$ cat config.mk
export PLATFORM = sky130hd
export DESIGN_NAME = latch_bank
export DESIGN_NICKNAME = d
export VERILOG_FILES = /design/src/rtl/latch_bank_pkg.sv /design/src/rtl/latch_bank_chan.sv /design/src/rtl/latch_bank.sv
export SDC_FILE = /design/constraint.sdc
export NUM_CORES = 1
export LEC_CHECK = 0
export CAP_MARGIN = 15
export CORE_MARGIN = 2
export CORE_UTILIZATION = 45
export DETAILED_ROUTE_END_ITERATION = 10
export PLACE_DENSITY = 0.89
export SYNTH_ARGS = -nofsm -noshare
export SYNTH_HDL_FRONTEND = slang
export SYNTH_SLANG_ARGS = --single-unit
$ cat constraint.sdc
create_clock -name clk -period 3.5 [get_ports clk]
set_input_delay 1.05 -clock clk [delete_from_list [all_inputs] [get_ports clk]]
set_output_delay 1.05 -clock clk [all_outputs]
set_load 0.01 [all_outputs]
$ cat src/rtl/latch_bank_pkg.sv
`default_nettype none
// +----------------------------------------------------------------------------+
// | Module   : latch_bank_pkg                                                  |
// | Purpose  : Shared defaults for the latch_bank channel bank: data width,    |
// |            channel count, counter width and the saturated counter value.   |
// | Revision : 1.0  initial release                                            |
// +----------------------------------------------------------------------------+
package latch_bank_pkg;

  localparam int C_DEF_WIDTH    = 8;
  localparam int C_DEF_CHANNELS = 4;
  localparam int C_DEF_CNT_W    = 8;

  // All-ones value a default-width load counter stops at.
  localparam logic [C_DEF_CNT_W-1:0] C_CNT_SAT = '1;

endpackage : latch_bank_pkg
`default_nettype wire

$ cat src/rtl/latch_bank_chan.sv
`default_nettype none
// +----------------------------------------------------------------------------+
// | Module   : latch_bank_chan                                                 |
// | Purpose  : One channel of latch_bank: held value, optional shadow value,   |
// |            sticky changed flag and saturating load counter.               |
// | Ports    : clk, rst (async, active-high)                                   |
// |            data[WIDTH]   value to capture      load   capture strobe       |
// |            clear         zero all channel state ack    clear changed flag  |
// |            commit        shadow -> dout (shadow build only)                |
// |            dout[WIDTH]   held value            changed sticky change flag  |
// |            load_cnt[CNT_W] saturating count of accepted loads            |
// | Config   : LATCH_BANK_SHADOW_EN adds the shadow register and commit path.  |
// | Revision : 1.0  initial release                                            |
// +----------------------------------------------------------------------------+
module latch_bank_chan
  import latch_bank_pkg::*;
#(
  parameter int WIDTH = C_DEF_WIDTH,
  parameter int CNT_W = C_DEF_CNT_W
) (
  input  logic             clk,
  input  logic             rst,
  input  logic [WIDTH-1:0] data,
  input  logic             load,
  input  logic             clear,
  input  logic             ack,
  input  logic             commit,
  output logic [WIDTH-1:0] dout,
  output logic             changed,
  output logic [CNT_W-1:0] load_cnt
);

  localparam logic [CNT_W-1:0] C_CNT_MAX = '1;

  logic [WIDTH-1:0] value_d, value_q;
  logic [CNT_W-1:0] cnt_d, cnt_q;
  logic             changed_d, changed_q;
  logic             w_set_chg;

`ifdef LATCH_BANK_SHADOW_EN
  logic [WIDTH-1:0] shadow_d, shadow_q;
`else
  logic             unused_commit;
  assign unused_commit = commit;
`endif

  always_comb begin
    value_d   = value_q;
    cnt_d     = cnt_q;
    w_set_chg = 1'b0;
`ifdef LATCH_BANK_SHADOW_EN
    shadow_d  = shadow_q;
`endif
    if (clear) begin
      value_d = '0;
      cnt_d   = '0;
`ifdef LATCH_BANK_SHADOW_EN
      shadow_d = '0;
`endif
    end else begin
      if (load) begin
        cnt_d = (cnt_q == C_CNT_MAX) ? cnt_q : cnt_q + 1'b1;
      end
`ifdef LATCH_BANK_SHADOW_EN
      if (load) begin
        shadow_d = data;
      end
      // Commit moves the pre-edge shadow, so a same-cycle load waits for
      // the next commit.
      if (commit) begin
        value_d   = shadow_q;
        w_set_chg = (shadow_q != value_q);
      end
`else
      if (load) begin
        value_d   = data;
        w_set_chg = (data != value_q);
      end
`endif
    end

    // A set event beats a same-cycle acknowledge; clear beats both.
    if (clear) begin
      changed_d = 1'b0;
    end else if (w_set_chg) begin
      changed_d = 1'b1;
    end else if (ack) begin
      changed_d = 1'b0;
    end else begin
      changed_d = changed_q;
    end
  end

  always_ff @(posedge clk or posedge rst) begin
    if (rst) begin
      value_q   <= '0;
      cnt_q     <= '0;
      changed_q <= 1'b0;
`ifdef LATCH_BANK_SHADOW_EN
      shadow_q  <= '0;
`endif
    end else begin
      value_q   <= value_d;
      cnt_q     <= cnt_d;
      changed_q <= changed_d;
`ifdef LATCH_BANK_SHADOW_EN
      shadow_q  <= shadow_d;
`endif
    end
  end

  assign dout     = value_q;
  assign changed  = changed_q;
  assign load_cnt = cnt_q;

endmodule : latch_bank_chan
`default_nettype wire

$ cat src/rtl/latch_bank.sv
`default_nettype none
// +----------------------------------------------------------------------------+
// | Module   : latch_bank                                                      |
// | Purpose  : CHANNELS independent load registers with sticky change flags    |
// |            and saturating load counters.                                  |
// | Ports    : clk, rst (async, active-high)                                   |
// |            data[CHANNELS*WIDTH]  packed inputs, channel i at i*WIDTH       |
// |            load/clear/ack[CHANNELS] per-channel strobes                    |
// |            commit                shadow -> dout (shadow build only)        |
// |            dout[CHANNELS*WIDTH]  held values, same packing as data         |
// |            changed[CHANNELS]     sticky change flags                       |
// |            load_cnt[CHANNELS*CNT_W] counters, channel i at i*CNT_W         |
// | Config   : LATCH_BANK_SHADOW_EN enables per-channel shadow + commit.       |
// | Revision : 1.0  initial release                                            |
// +----------------------------------------------------------------------------+
module latch_bank
  import latch_bank_pkg::*;
#(
  parameter int WIDTH    = C_DEF_WIDTH,
  parameter int CHANNELS = C_DEF_CHANNELS,
  parameter int CNT_W    = C_DEF_CNT_W
) (
  input  logic                      clk,
  input  logic                      rst,
  input  logic [CHANNELS*WIDTH-1:0] data,
  input  logic [CHANNELS-1:0]       load,
  input  logic [CHANNELS-1:0]       clear,
  input  logic [CHANNELS-1:0]       ack,
  input  logic                      commit,
  output logic [CHANNELS*WIDTH-1:0] dout,
  output logic [CHANNELS-1:0]       changed,
  output logic [CHANNELS*CNT_W-1:0] load_cnt
);

  for (genvar i = 0; i < CHANNELS; i++) begin : g_chan
    latch_bank_chan #(
      .WIDTH (WIDTH),
      .CNT_W (CNT_W)
    ) u_chan (
      .clk      (clk),
      .rst      (rst),
      .data     (data[i*WIDTH +: WIDTH]),
      .load     (load[i]),
      .clear    (clear[i]),
      .ack      (ack[i]),
      .commit   (commit),
      .dout     (dout[i*WIDTH +: WIDTH]),
      .changed  (changed[i]),
      .load_cnt (load_cnt[i*CNT_W +: CNT_W])
    );
  end

endmodule : latch_bank
`default_nettype wire
==> flow_summary.json, run 1 <==
{
  "peakVddDrop_mv": 0.211,
  "clock_skew_ps": 10.0,
  "grt_max_degree": 41,
  "synthArstFlopShare": 1.00,
  "layout-drive-gt1-share": 0.0478,
  "cts_hold_buffers": 0,
  "outcome": "complete, no violations",
  "die_y_um": 91.8,
  "final_common_cell": "clkdlybuf4s50_1",
  "synth_edf_count": 0,
  "finalCritPeriodShare": 0.715,
  "final_antenna_net_count": 0,
  "hold-worst-slack_ps": 543,
  "syn-num-nets": 395,
  "num_vias": 2984,
  "gp_congestion": 0.859,
  "cp.arrival_ps": 1450,
  "area.growth.synth_to_final_pct": 40.2,
  "synth.ff_latch_count": 68,
  "crit_buf_inv": 1,
  "cts-htree-levels": 3,
  "detailedPlace.worstSlack_ps": 730,
  "final_nets": 507,
  "min_path_type": "register to register",
  "cts_resized": 0,
  "cts_buffer_depth": 2,
  "drt_iter0_markers": 142,
  "antenna_found_initial": 0,
  "die_area_mm2": 0.00843,
  "gr-usage-met1": 0.246,
  "grt_use_met3": 0.0411,
  "numCtsBuffers": 9,
  "grt-ovfl-total": 0,
  "cts_root_buf": "clkbuf_8",
  "setup_viol_count_final": 0,
  "layout_common_cells": "clkdlybuf4s50_1 (113), dfrtp_1 (68), nor2_1 (66), xnor2_1 (38), mux2i_1 (36)",
  "maxCapViolCount": 0,
  "die_w_um": 91.8,
  "tns_ps": 0,
  "max_slew.worst_pin.slew_ps": 630,
  "hold_viol": 0,
  "yosys_warnings": 0,
  "power_leakage_nw": 2.03,
  "avgSynthCellArea_um2": 10.1,
  "slew_headroom": 0.579,
  "drv_slew": 0,
  "cp-end-kind": "primary output",
  "synthCells": 344,
  "clk_pin_slew_worst_paths_ps": 70,
  "post-route-drc-count": 0,
  "start_util": 0.456,
  "clkSinkCount": 68,
  "stdcell_count": 562,
  "clkLatencyLatePin_ps": 340,
  "grt_use_total": 0.201,
  "via_per_inst": 5.31,
  "crit_slowest_cell": "clkdlybuf4s50_1",
  "power_density_mw_per_mm2": 351,
  "crit_required_ps": 2450,
  "use_met2": 0.341,
  "dp_cells": 547,
  "pin_count": 115,
  "period_minus_slack_ps": 2500,
  "yosys.cell_types.count": 31,
  "routed_wl_mm": 8.08,
  "num_antenna_cells": 0,
  "core_area_mm2": 0.00761,
  "cts_tree": "yes",
  "first_pass_iters": 4,
  "cp_top_family": "buffers and inverters",
  "rsz0062_at_grt": "no",
  "post-cts-setup-buffers": 0,
  "avgRoutedWirePerCell_um": 14.4,
  "grt_pass1_wl_mm": 13.8,
  "crit_path_start_kind": "register",
  "fin_ws_ps": 996,
  "synthesis.area_mm2": 0.00347,
  "seq_area_frac_synth": 0.490,
  "top_usage_layer": "met2",
  "critPathMaxFanout": 9,
  "worstSetupPathType": "register to primary output",
  "dp_hpwl_mm": 5.87,
  "cp_slowest_stage_delay_ps": 610,
  "utilization": 0.640,
  "std_cell_rows": 32,
  "grt_pass1_vias": 3042,
  "crit_chain": "clkdlybuf4s50_1",
  "clock.fmax_mhz": 399,
  "io_buffer_count": 113,
  "synth_ff_type": "dfrtp_1"
}
power breakdown:
| group | switching (mW) | internal, mW |
|---|---|---|
| registers | 0.0335 | 0.819 |
| clock network | 0.269 | 0.290 |
| logic | 0.127 | 0.168 |
routing by layer:
| metal | routed length (um) | vias to the layer above |
|---|---|---|
| met1 | 3430 | 1438 |
| met2 | 4090 | 104 |
| met5 | 0 | - |
| li1 | - | 1429 |
| met4 | 126 | 0 |
| met3 | 436 | 13 |
cells in the mapped netlist (6+ instances only):
cell type  number  area (um2)
xnor2_1        38         333
mux2i_1        36         360
a21oi_1        15        75.1
o21ai_0         9        45.0
nand3_1        18        90.1
nor2_1         66         248
dfrtp_1        68        1700
clkbuf_1        6        22.5
nand4_1        18         113
nor3_1          8        40.0
a31oi_1         7        43.8
registers in the layout (all words and copies together) (netlist names):
signal	flops
g_chan.u_chan.dout	32
g_chan.u_chan.load_cnt	32
g_chan.u_chan.changed	4
area by class of cell:
class                   count  area [um2]
repair buffers            119        1190
clock inverters             2        10.0
well taps                 102         128
multi-input cells         256        1670
fillers                   603        2740
clock buffers              13         159
inverters                   2        7.51
flip-flops and latches     68        1700
cells by family after synthesis:
kind of cell               count (synthesis)  synth area share
xor gates and xnor gates                  43             0.109
AOI/OAI and AO/OA                         42            0.0721
and+or+nand+nor                          130             0.180
buffers and inverters                     20            0.0281
adders and majority gates                  4            0.0144
muxes                                     37             0.107
DFF                                       68             0.490
worst register-to-register path, stage by stage, from the launching register on:
cell and delay, ps:
dfrtp_1 420, ha_1 330, nand3_1 160, or4b_1 480
o21ai_0 80, nor2_1 60
final timing paths:
path	slack, ps	cells after the start	endpoint	from
worst min register to register	540	2	g_chan[1].u_chan.changed	g_chan[1].u_chan.changed
worst max register to register	1850	5	g_chan[1].u_chan.load_cnt[6]	g_chan[1].u_chan.load_cnt[0]
min in group asynchronous	1100	2	g_chan[3].u_chan.dout[4]	rst
worst min-delay path	540	2	g_chan[1].u_chan.changed	g_chan[1].u_chan.changed
max in group asynchronous	1750	3	g_chan[1].u_chan.dout[3]	rst
worst max-delay path	1000	1	load_cnt[23]	g_chan[2].u_chan.load_cnt[7]
through the flow:
stage / total power [mW] / area, um2
global route: 1.79 / 4870
global placement: 1.15 / 4700
detailed placement: 1.16 / 4700
finish: 1.71 / 4870
CTS: 1.73 / 4870
floorplan: 1.01 / 3470
Power figures use the tool's default switching activity.
==> inputs of run 2 (changes only) <==
==> constraint.sdc (replaced) <==
create_clock -name clk -period 2.6 [get_ports clk]
set_input_delay 0.78 -clock clk [delete_from_list [all_inputs] [get_ports clk]]
set_output_delay 0.78 -clock clk [all_outputs]
set_load 0.01 [all_outputs]
==> flow_summary.json, run 2 (same netlist as run 1, synthesis figures left out) <==
{
  "outcome": "complete, no violations",
  "fin_area_mm2": 0.00493,
  "final_common_cell": "clkdlybuf4s50_1",
  "crit_chain": "clkdlybuf4s50_1",
  "utilization": 0.649,
  "drt_iter0_markers": 104,
  "cp-end-kind": "primary output",
  "grt_pass1_wl_mm": 13.6,
  "pin_count": 115,
  "period_minus_slack_ps": 2220,
  "cts_tree": "yes",
  "grt-ovfl-total": 0,
  "gp_congestion": 0.876,
  "power_density_mw_per_mm2": 493,
  "via_per_inst": 5.28,
  "crit_buf_inv": 1,
  "place_area_mm2": 0.00473,
  "layout-drive-gt1-share": 0.0582,
  "final_antenna_net_count": 0,
  "core_area_mm2": 0.00761,
  "start_util": 0.456,
  "clock_skew_ps": 11.2,
  "numCtsBuffers": 9,
  "crit_required_ps": 1820,
  "rsz0062_at_grt": "no",
  "crit_path_start_kind": "register",
  "cts_root_buf": "clkbuf_8",
  "post-cts-setup-buffers": 0,
  "max_slew.worst_pin.slew_ps": 623,
  "power_leakage_nw": 2.06,
  "total_power_mw": 2.43,
  "antenna_found_initial": 0,
  "std_cell_rows": 32,
  "peakVddDrop_mv": 0.272,
  "detailedPlace.worstSlack_ps": 328,
  "cts_hold_buffers": 0,
  "cts_resized": 0,
  "cts_buffer_depth": 2,
  "grt_max_degree": 26,
  "dp_hpwl_mm": 5.87,
  "grt_pass1_vias": 2955,
  "fillerInstances": 624,
  "cts-htree-levels": 3,
  "slew_headroom": 0.583,
  "io_buffer_count": 113,
  "crit_slowest_cell": "clkdlybuf4s50_1",
  "tns_ps": 0,
  "cp_slowest_stage_delay_ps": 610,
  "num_vias": 2991,
  "clk_pin_slew_worst_paths_ps": 80,
  "die_y_um": 91.8,
  "maxCapViolCount": 0,
  "clkLatencyLatePin_ps": 330,
  "fin_ws_ps": 375,
  "clkSinkCount": 68,
  "grt_use_total": 0.197,
  "clock.fmax_mhz": 450,
  "die_w_um": 91.8,
  "post-route-drc-count": 0,
  "critPathMaxFanout": 9,
  "avgRoutedWirePerCell_um": 14.2,
  "first_pass_iters": 4,
  "die_area_mm2": 0.00843,
  "final_nets": 510,
  "finalCritPeriodShare": 0.856,
  "drv_slew": 0,
  "layout_common_cells": "clkdlybuf4s50_1 (113), dfrtp_1 (68), nor2_1 (66), xnor2_1 (38), mux2i_1 (36)",
  "cp_top_family": "buffers and inverters",
  "area.growth.synth_to_final_pct": 42.2,
  "cp.arrival_ps": 1440,
  "hold_viol": 0,
  "setup_viol_count_final": 0,
  "num_antenna_cells": 0,
  "routed_wl_mm": 8.03,
  "min_path_type": "register to register",
  "worstSetupPathType": "register to primary output"
}
run 2: cell count changes in the layout (fill, tap and decap cells not counted):
cell and change:
buf_4 +2, clkbuf_1 -1, buf_12 +1, bufinv_16 +1
clkinvlp_4 +1
run 2: worst paths after layout:
kind                            cells after the start                         start                      endpoint  slack (ps)
max in group asynchronous                           3                           rst      g_chan[2].u_chan.dout[7]        1270
worst min-delay path                                1  g_chan[3].u_chan.load_cnt[6]  g_chan[3].u_chan.load_cnt[6]         540
worst min register to register                      1  g_chan[3].u_chan.load_cnt[6]  g_chan[3].u_chan.load_cnt[6]         540
min in group asynchronous                           2                           rst  g_chan[3].u_chan.load_cnt[1]         800
worst max register to register                      5  g_chan[1].u_chan.load_cnt[0]  g_chan[1].u_chan.load_cnt[6]        1000
worst max-delay path                                1  g_chan[3].u_chan.load_cnt[7]                  load_cnt[31]         380
run 2: area by class of cell:
cell class	instances	area, um2	area share
tap	102	128	0.0259
multi-input combinational	256	1670	0.339
clock buffer	12	155	0.0314
inverter	2	7.51	0.00152
sequential	68	1700	0.345
timing repair buffer	122	1220	0.248
clock inverter	4	47.5	0.00963
run 2: report_power, final:
part / switching, mW / internal (mW)
combinational: 0.171 / 0.231
clock: 0.392 / 0.493
sequential: 0.0456 / 1.10
run 2: per-layer routing:
metal | wire length [um] | global-route usage | vias up
met4 | 129 | 0.0796 | 0
met2 | 3980 | 0.331 | 96
met3 | 479 | 0.0419 | 13
met1 | 3440 | 0.248 | 1443
met5 | 0 | 0 | -
li1 | - | - | 1439
run 2: per-stage QoR:
stage | hold slack (ps) | std cells
after detailed placement | 524 | 550
after global routing | 570 | 566
final | 536 | 566
after CTS | 538 | 566
after global placement | 514 | 550
after floorplan | 511 | 344
==> inputs of run 3 (changes only) <==
--- a/config.mk
+++ b/config.mk
@@ -6,10 +6,13 @@
 export NUM_CORES = 1
 export LEC_CHECK = 0
 export CAP_MARGIN = 15
+export CORE_ASPECT_RATIO = 2
 export CORE_MARGIN = 2
 export CORE_UTILIZATION = 45
 export DETAILED_ROUTE_END_ITERATION = 10
-export PLACE_DENSITY = 0.89
+export DONT_BUFFER_PORTS = 1
+export MAX_ROUTING_LAYER = met4
+export PLACE_DENSITY = 0.7
 export SYNTH_ARGS = -nofsm -noshare
 export SYNTH_HDL_FRONTEND = slang
 export SYNTH_SLANG_ARGS = --single-unit
==> flow_summary.json, run 3 (same netlist as run 1, synthesis figures left out) <==
{
  "die_area_mm2": 0.00847,
  "drv_slew": 0,
  "period_minus_slack_ps": 1650,
  "die_w_um": 66.1,
  "outcome": "complete, no violations",
  "first_pass_iters": 4,
  "cp-end-kind": "primary output",
  "cp.arrival_ps": 870,
  "grt_pass1_vias": 2520,
  "area.growth.synth_to_final_pct": 9.16,
  "clkLatencyLatePin_ps": 320,
  "fin_area_mm2": 0.00379,
  "clkSinkCount": 68,
  "setup_viol_count_final": 0,
  "critPathMaxFanout": 9,
  "final_common_cell": "dfrtp_1",
  "tns_ps": 0,
  "clock.fmax_mhz": 606,
  "crit_required_ps": 1820,
  "slew_headroom": 0.596,
  "cts_tree": "yes",
  "max_slew.worst_pin.slew_ps": 605,
  "place_area_mm2": 0.00352,
  "final_nets": 389,
  "via_per_inst": 5.71,
  "num_antenna_cells": 0,
  "hold_viol": 0,
  "grt_use_total": 0.189,
  "core_area_mm2": 0.00754,
  "layout-drive-gt1-share": 0.0497,
  "post-route-drc-count": 0,
  "fillerInstances": 704,
  "io_buffer_count": 0,
  "min_path_type": "primary input to async pin",
  "numCtsBuffers": 9,
  "cts_root_buf": "clkbuf_16",
  "clk_pin_slew_worst_paths_ps": 50,
  "clock_skew_ps": 5.00,
  "total_power_mw": 2.45,
  "worstSetupPathType": "register to primary output",
  "grt-ovfl-total": 0,
  "die_y_um": 128,
  "pin_count": 115,
  "final_antenna_net_count": 0,
  "cts_buffer_depth": 2,
  "start_util": 0.460,
  "layout_common_cells": "dfrtp_1 (68), nor2_1 (66), xnor2_1 (38), mux2i_1 (36)",
  "multi_input_area_mm2": 0.00167,
  "antenna_found_initial": 0,
  "peakVddDrop_mv": 0.443,
  "cts-htree-levels": 3,
  "num_vias": 2491,
  "grt_pass1_wl_mm": 11.9,
  "seqCellArea_mm2": 0.00170,
  "hold-worst-slack_ps": 411,
  "power_leakage_nw": 1.64,
  "dp_hpwl_mm": 5.42,
  "cts_hold_buffers": 0,
  "post-cts-setup-buffers": 0,
  "routed_wl_mm": 7.47,
  "grt_max_degree": 42,
  "rsz0062_at_grt": "no",
  "power_density_mw_per_mm2": 647,
  "crit_path_start_kind": "register",
  "finalCritPeriodShare": 0.635,
  "drt_iter0_markers": 112,
  "maxCapViolCount": 0,
  "std_cell_rows": 45,
  "cts_resized": 0,
  "avgRoutedWirePerCell_um": 17.1,
  "gp_congestion": 0.844
}
==> run 3: changes by cell type in the layout (fill, tap and decap cells not counted), sizes merged <==
cell,change
clkdlybuf4s50,-113
buf,-8
bufinv,-1
clkbuf,+1
clkinvlp,-1
==> run 3: metal layers <==
layer  part of all wire  GRT usage
met1               0.37      0.192
met2               0.55      0.324
met3              0.066     0.0650
met4              0.011     0.0768
met5                  0          -
==> run 3: metrics by stage <==
step	setup WS [ps]	std cells	util
after floorplan	108	344	-
after global placement	811	421	0.466
after detailed placement	812	421	0.466
after CTS	925	436	0.502
after global routing	813	436	0.502
final	949	436	0.502
==> run 3: power breakdown <==
group	switching (mW)	internal, mW
logic	0.0767	0.0910
clock network	0.415	0.689
registers	0.0750	1.10
==> run 3: path summary, 6_finish.rpt <==
path	startpoint	endpoint	slack (ps)	depth (start not counted)
setup reg to reg	g_chan[1].u_chan.load_cnt[0]	g_chan[1].u_chan.load_cnt[6]	950	5
setup / recovery	g_chan[2].u_chan.load_cnt[7]	load_cnt[23]	950	0
max in group asynchronous	rst	g_chan[3].u_chan.load_cnt[1]	1540	2
hold reg to reg	g_chan[2].u_chan.changed	g_chan[2].u_chan.changed	590	2
hold / removal	rst	g_chan[2].u_chan.changed	410	1
min in group clk	clear[2]	g_chan[2].u_chan.changed	510	1
==> run 3: layout make-up <==
class,instances,share of cell area
clock buffer,13,0.0687
clock inverter,2,0.00264
inverter,2,0.00198
multi-input combinational,256,0.441
sequential,68,0.449
tap,94,0.0310
timing repair buffer,1,0.00528
